**src/rtl/rtc_banco_registros_burst.sv**
```systemverilog
// rtc_banco_registros_burst
// RTC data distributor and holding register bank. Bytes arriving from the RTC bus
// controller are captured in one of two ways:
//   - an addressed single write, which updates the visible bank directly;
//   - an auto-incrementing burst, which fills a shadow bank and is then committed
//     to the outputs in a single step, so consumers never see a torn time value.
// Optional build macro: RTC_BCD_CHECK_EN
//   When defined, every accepted byte is checked nibble by nibble and any nibble
//   above 9 rejects it. A rejected single write is dropped. A rejected burst byte
//   aborts the burst. When undefined, every byte is accepted and out_bcd_err stays 0.

module rtc_banco_registros_burst #(
    parameter int unsigned DATA_W      = 8,
    parameter int unsigned NUM_REGS    = 10,
    parameter int unsigned ADDR_W      = 4,
    parameter int unsigned TIMEOUT_CYC = 255
) (
    input  logic                         clk,
    input  logic                         reset,
    input  logic                         in_wr_en,
    input  logic [ADDR_W-1:0]            in_addr_mem_local,
    input  logic [DATA_W-1:0]            in_dato_rtc,
    input  logic                         in_burst_start,
    output logic [NUM_REGS*DATA_W-1:0]   out_regs,
    output logic [NUM_REGS-1:0]          out_reg_valid,
    output logic                         out_busy,
    output logic                         out_commit,
    output logic                         out_addr_err,
    output logic                         out_timeout,
    output logic                         out_bcd_err
);

    localparam int unsigned PTR_W = (NUM_REGS > 1) ? $clog2(NUM_REGS) : 1;
    localparam int unsigned CNT_W = (TIMEOUT_CYC > 0) ? $clog2(TIMEOUT_CYC + 1) : 1;
    localparam logic [PTR_W-1:0] LAST_PTR = PTR_W'(NUM_REGS - 1);
    // Value of the idle counter on the last idle cycle that is still tolerated
    localparam logic [CNT_W-1:0] TO_LAST  = CNT_W'((TIMEOUT_CYC > 0) ? (TIMEOUT_CYC - 1) : 0);

    typedef enum logic [1:0] {
        S_IDLE   = 2'd0,
        S_BURST  = 2'd1,
        S_COMMIT = 2'd2
    } state_t;

    state_t            state;
    logic [DATA_W-1:0] bank   [NUM_REGS];
    logic [DATA_W-1:0] shadow [NUM_REGS];
    logic [PTR_W-1:0]  ptr;
    logic [CNT_W-1:0]  idle_cnt;

    logic              byte_ok_c;
    logic              addr_ok_c;
    logic              burst_active_c;
    logic              timeout_hit_c;
    logic [PTR_W-1:0]  eff_ptr_c;
    logic [PTR_W-1:0]  wr_idx_c;

`ifdef RTC_BCD_CHECK_EN
    localparam int unsigned NIBBLES = DATA_W / 4;

    // A byte is acceptable only if every nibble is a decimal digit
    always_comb begin
        byte_ok_c = 1'b1;
        for (int unsigned n = 0; n < NIBBLES; n++) begin
            if (in_dato_rtc[n*4 +: 4] > 4'd9) begin
                byte_ok_c = 1'b0;
            end
        end
    end
`else
    assign byte_ok_c = 1'b1;
`endif

    // Decode of the current request: address range, burst slot and timeout
    always_comb begin
        addr_ok_c      = (32'(in_addr_mem_local) < NUM_REGS);
        wr_idx_c       = PTR_W'(in_addr_mem_local);
        burst_active_c = (state == S_BURST) || ((state == S_IDLE) && in_burst_start);
        // A (re)start always begins at register 0, even with a byte in the same cycle
        eff_ptr_c      = in_burst_start ? '0 : ptr;
        timeout_hit_c  = (TIMEOUT_CYC != 0) && (idle_cnt == TO_LAST);
    end

    // Committed bank is exposed as one flat vector, register i at [i*DATA_W +: DATA_W]
    for (genvar g = 0; g < NUM_REGS; g++) begin : g_out
        assign out_regs[g*DATA_W +: DATA_W] = bank[g];
    end

    // Control FSM, shadow/committed banks and registered status outputs
    always_ff @(posedge clk) begin
        if (reset) begin
            state         <= S_IDLE;
            ptr           <= '0;
            idle_cnt      <= '0;
            out_reg_valid <= '0;
            out_busy      <= 1'b0;
            out_commit    <= 1'b0;
            out_addr_err  <= 1'b0;
            out_timeout   <= 1'b0;
            out_bcd_err   <= 1'b0;
            for (int unsigned i = 0; i < NUM_REGS; i++) begin
                bank[i]   <= '0;
                shadow[i] <= '0;
            end
        end else begin
            out_commit   <= 1'b0;
            out_addr_err <= 1'b0;
            out_timeout  <= 1'b0;
            out_bcd_err  <= 1'b0;

            case (state)
                S_IDLE, S_BURST: begin
                    if (burst_active_c) begin
                        if (in_wr_en && !byte_ok_c) begin
                            // Bad byte: drop the partial burst and resync shadow to the visible bank
                            state       <= S_IDLE;
                            ptr         <= '0;
                            idle_cnt    <= '0;
                            out_busy    <= 1'b0;
                            out_bcd_err <= 1'b1;
                            for (int unsigned i = 0; i < NUM_REGS; i++) begin
                                shadow[i] <= bank[i];
                            end
                        end else if (in_wr_en) begin
                            shadow[eff_ptr_c] <= in_dato_rtc;
                            idle_cnt          <= '0;
                            out_busy          <= 1'b1;
                            if (eff_ptr_c == LAST_PTR) begin
                                state <= S_COMMIT;
                                ptr   <= '0;
                            end else begin
                                state <= S_BURST;
                                ptr   <= eff_ptr_c + PTR_W'(1);
                            end
                        end else if (in_burst_start) begin
                            state    <= S_BURST;
                            ptr      <= '0;
                            idle_cnt <= '0;
                            out_busy <= 1'b1;
                        end else if (timeout_hit_c) begin
                            // Source went quiet: abandon the burst without touching the outputs
                            state       <= S_IDLE;
                            ptr         <= '0;
                            idle_cnt    <= '0;
                            out_busy    <= 1'b0;
                            out_timeout <= 1'b1;
                            for (int unsigned i = 0; i < NUM_REGS; i++) begin
                                shadow[i] <= bank[i];
                            end
                        end else if (TIMEOUT_CYC != 0) begin
                            idle_cnt <= idle_cnt + CNT_W'(1);
                        end
                    end else if (in_wr_en) begin
                        if (!addr_ok_c) begin
                            out_addr_err <= 1'b1;
                        end else if (!byte_ok_c) begin
                            out_bcd_err <= 1'b1;
                        end else begin
                            // Single write lands in both banks so shadow always mirrors the outputs in IDLE
                            bank[wr_idx_c]          <= in_dato_rtc;
                            shadow[wr_idx_c]        <= in_dato_rtc;
                            out_reg_valid[wr_idx_c] <= 1'b1;
                            out_commit              <= 1'b1;
                        end
                    end
                end

                S_COMMIT: begin
                    // Whole burst becomes visible at once; inputs this cycle are ignored
                    for (int unsigned i = 0; i < NUM_REGS; i++) begin
                        bank[i] <= shadow[i];
                    end
                    out_reg_valid <= '1;
                    out_commit    <= 1'b1;
                    out_busy      <= 1'b0;
                    state         <= S_IDLE;
                end

                default: begin
                    state    <= S_IDLE;
                    ptr      <= '0;
                    idle_cnt <= '0;
                    out_busy <= 1'b0;
                end
            endcase
        end
    end

endmodule

```
**config.mk**
```make
export PLATFORM = sky130hd
export DESIGN_NAME = rtc_banco_registros_burst
export DESIGN_NICKNAME = d
export VERILOG_FILES = /design/src/rtl/rtc_banco_registros_burst.sv
export SDC_FILE = /design/constraint.sdc
export NUM_CORES = 1
export LEC_CHECK = 0
export BUFFER_PORTS_ARGS = -buffer_cell sky130_fd_sc_hd__buf_2
export CORE_AREA = 3 3 120 122
export DETAILED_ROUTE_END_ITERATION = 8
export DIE_AREA = 0 0 123 125
export PLACE_DENSITY = 0.88
export SYNTH_ARGS = -nofsm -noshare
export SYNTH_HDL_FRONTEND = slang
export SYNTH_SLANG_ARGS = --single-unit
```
**constraint.sdc**
```tcl
create_clock -name clk -period 4.9 [get_ports clk]
set_input_delay 0.49 -clock clk [delete_from_list [all_inputs] [get_ports clk]]
set_output_delay 0.49 -clock clk [all_outputs]
set_load 0.1 [all_outputs]
```
==> qor.yml <==
status:
  status: "completed"
critical_path:
  cp_max_fo: 17
  worstSetupStartpointType: "flop"
  r2r_slack_ns: 1.59
  r2r-start: "state[0]$_SDFFE_PP0P_"
  required_ns: 4.96
  arrival_ns: 3.37
  path_class: "reg2reg"
  worst-r2r-cell-count: 5
  r2r_end: "shadow[5][4]$_DFFE_PP_"
  cp-end-kind: "flop"
logic_synthesis:
  synth_edf_count: 160
  synth_seq_cells: 188
  ys.flop_type: "edfxtp_1"
  yosys-top-cells-area: "edfxtp_1 58%, a22o_1 12%, dfxtp_1 6.7%"
  syn_nets: 649
  synthArstFlopShare_pct: 0
  syn_inst: 629
  synth_area_um2: 8310
  synth_top_area_share_pct: 57.8
  avgSynthCellArea_um2: 13.2
  post-synth-top-area-cell: "edfxtp_1"
  yosysWarnings: 0
  synthDistinctLibCells: 58
  yosysSeqAreaShare_pct: 64.5
sta:
  finalHoldViolCount: 0
  slew_viol_final: 0
  setup_viol: 0
  finalSetupTns_ns: 0
  period_minus_slack_ns: 3.31
  rsz0062_at_grt: "false"
  finalCritPeriodShare_pct: 67.5
  maxSlewHeadroom_pct: 15.9
  max_freq_ghz: 0.302
  tightestPinTransition_ns: 1.25
  finClkSkew_ns: 0.00960
power_and_ir_drop:
  p_leak_nw: 3.58
  p_int_mw: 2.56
  power.switching_mw: 1.01
  clockPowerShare_pct: 38.3
  powerDensity_nw_per_um2: 376
  p_comb_share_pct: 10.5
  swShare_pct: 28.3
  finalPower_mw: 3.57
  peakVddDrop_uv: 221
  seq_power_share_pct: 51.2
drt:
  drt-total-wl_mm: 22.1
  drt_iter0_markers: 1028
  vias: 6229
  ant_nets: 0
  wl_per_cell_um: 24.6
  post-route-drc-count: 0
  via_per_inst: 6.94
  drt_pre_antenna_iters: 8
floorplan:
  coreArea_um2: 13300
  fp.dieW_um: 123
  start_util_pct: 62.5
  num_io_pins: 111
  fp.dieH_um: 125
  fp-row-count: 42
  die_area_um2: 15400
layout:
  antenna_cells: 0
  fin_nets: 729
  nFillCells: 830
  design_area_um2: 9500
  synthToLayoutAreaGrowth_pct: 14.3
  utilization_pct: 71.5
  drive_above_1_share_pct: 23.0
min_path:
  min_from: "in_wr_en"
  worstHoldPathCells: 4
  min_to: "state[0]$_SDFFE_PP0P_"
  hold_path_class: "in2reg"
clocking:
  root_buffer: "clkbuf_16"
  cts_setup_buffers: 0
  htreeDepth: 4
  clk_pin_slew_ns: 0.07
  worstSkewPairLatency_ns: 0.44
  cts_hold_buf: 0
  cts.path.max_buffers: 2
  cts_buffers: 17
  cts_resized: 0
  cts_tree: "yes"
  cts_sinks: 188
global_route:
  grt.overflow.total: 0
  grtUsageTotal_pct: 28.8
  grt_max_degree: 81
  grt_pass1_wl_mm: 33.4
  grt_pass1_vias: 5933
  antenna_found_initial: 0
placement:
  gp_congestion: 0.943
  dpl.hpwl_mm: 14.2
  port_buffers: 109
  placedInstanceArea_um2: 8920
flow_run:
  maxCapViolCount: 0
## layer usage
layer,GRT usage (%),vias to the layer above,wire length (µm)
met5,0,-,0
met4,13.2,0,760
met3,6.41,64,2710
met2,43.7,496,10300
met1,40.0,3024,8300
li1,-,2645,-
## kinds of logic (layout without fill, tap and decap cells)
logic type	after synthesis	count (layout)	share of synthesized area, %
AOI/OAI and AO/OA	219	219	21.4
xor gates and xnor gates	7	7	0.738
adders and majority gates	4	4	0.602
buffers and inverters	67	160	3.30
DFF	188	188	64.5
muxes	2	2	0.241
other	1	1	0.0451
and+or+nand+nor	141	141	9.15
## final cells by class
| type | count | area (µm²) | area share, % |
|---|---|---|---|
| clock buffer | 18 | 429 | 4.52 |
| clock inverter | 14 | 155 | 1.63 |
| inverter | 10 | 37.5 | 0.395 |
| multi-input combinational | 374 | 2680 | 28.2 |
| sequential | 188 | 5370 | 56.5 |
| tap | 176 | 220 | 2.32 |
| timing repair buffer | 118 | 613 | 6.45 |
## power by group through the flow
stage	clock [mW]	sequential, mW	combinational [mW]
6_report	1.37	1.83	0.375
5_1_grt	1.43	1.83	0.387
4_1_cts	1.36	1.82	0.372
3_5_place_dp	0	1.86	0.370
3_3_place_gp	0	1.85	0.365
2_1_floorplan	0	2.05	0.103
## cells in the final DEF (no fill, tap or decap), types with 3 or more instances in the layout
| cell type | Yosys | routed |
|---|---|---|
| edfxtp_1 | 160 | 160 |
| a22o_1 | 112 | 112 |
| buf_2 | 9 | 109 |
| nand2_1 | 49 | 49 |
| nor2_1 | 35 | 35 |
| o21ai_0 | 30 | 30 |
| dfxtp_1 | 28 | 28 |
| a32o_1 | 24 | 24 |
| clkbuf_16 | 0 | 17 |
| nand2b_1 | 14 | 14 |
| o31ai_1 | 11 | 11 |
| inv_1 | 10 | 10 |
| o21bai_1 | 10 | 10 |
| buf_4 | 1 | 9 |
| a21oi_1 | 6 | 6 |
| xor2_1 | 6 | 6 |
| inv_6 | 0 | 6 |
| nor3_2 | 4 | 5 |
| nor2b_1 | 4 | 4 |
| nand3_1 | 4 | 4 |
| ha_1 | 4 | 4 |
| nor4_1 | 3 | 3 |
| a211oi_1 | 3 | 3 |
| nor3_1 | 4 | 3 |
| and3_1 | 4 | 3 |
| nand4_1 | 3 | 3 |
## Yosys cell counts (6+ instances only)
cell type,instances
clkbuf_1,39
xor2_1,6
o21ai_0,30
o21bai_1,10
inv_1,10
dfxtp_1,28
buf_2,9
a21oi_1,6
a22o_1,112
nor2_1,35
edfxtp_1,160
nand2b_1,14
o31ai_1,11
nand2_1,49
a32o_1,24
buf_1,7
## how the worst max path moves through the flow
stage                             endpoint  cells past startpoint             startpoint
floorplan           shadow[5][0]$_DFFE_PP_                      7               in_wr_en
global placement    shadow[5][7]$_DFFE_PP_                      6                  reset
detailed placement  shadow[5][6]$_DFFE_PP_                      6                  reset
CTS                 shadow[5][2]$_DFFE_PP_                      5  state[0]$_SDFFE_PP0P_
global route        shadow[5][6]$_DFFE_PP_                      5  state[0]$_SDFFE_PP0P_
finish              shadow[5][4]$_DFFE_PP_                      5  state[0]$_SDFFE_PP0P_
## worst max-delay path: stages, from the launching register on
cell and delay (ns):
dfxtp_1 0.50, nor4b_4 0.63, a21oi_1 0.21, a21oi_2 0.40
nand2b_1 0.28, o21ai_0 0.91
## metrics by stage
step,hold WS [ns],cells,worst slack (ns)
global route,0.466,898,1.37
floorplan,0.472,629,2.10
detailed placement,0.499,866,1.52
global placement,0.483,866,1.67
CTS,0.421,898,1.63
finish,0.435,898,1.59
## registers in the layout, indices dropped and copies added, names as in the netlist
name and flops:
bank 80, out_commit 1, out_reg_valid 10, out_timeout 1, ptr 4, shadow 80
idle_cnt 8, out_addr_err 1, out_busy 1, state 2
Note: power is estimated with default switching activity, not from simulation.
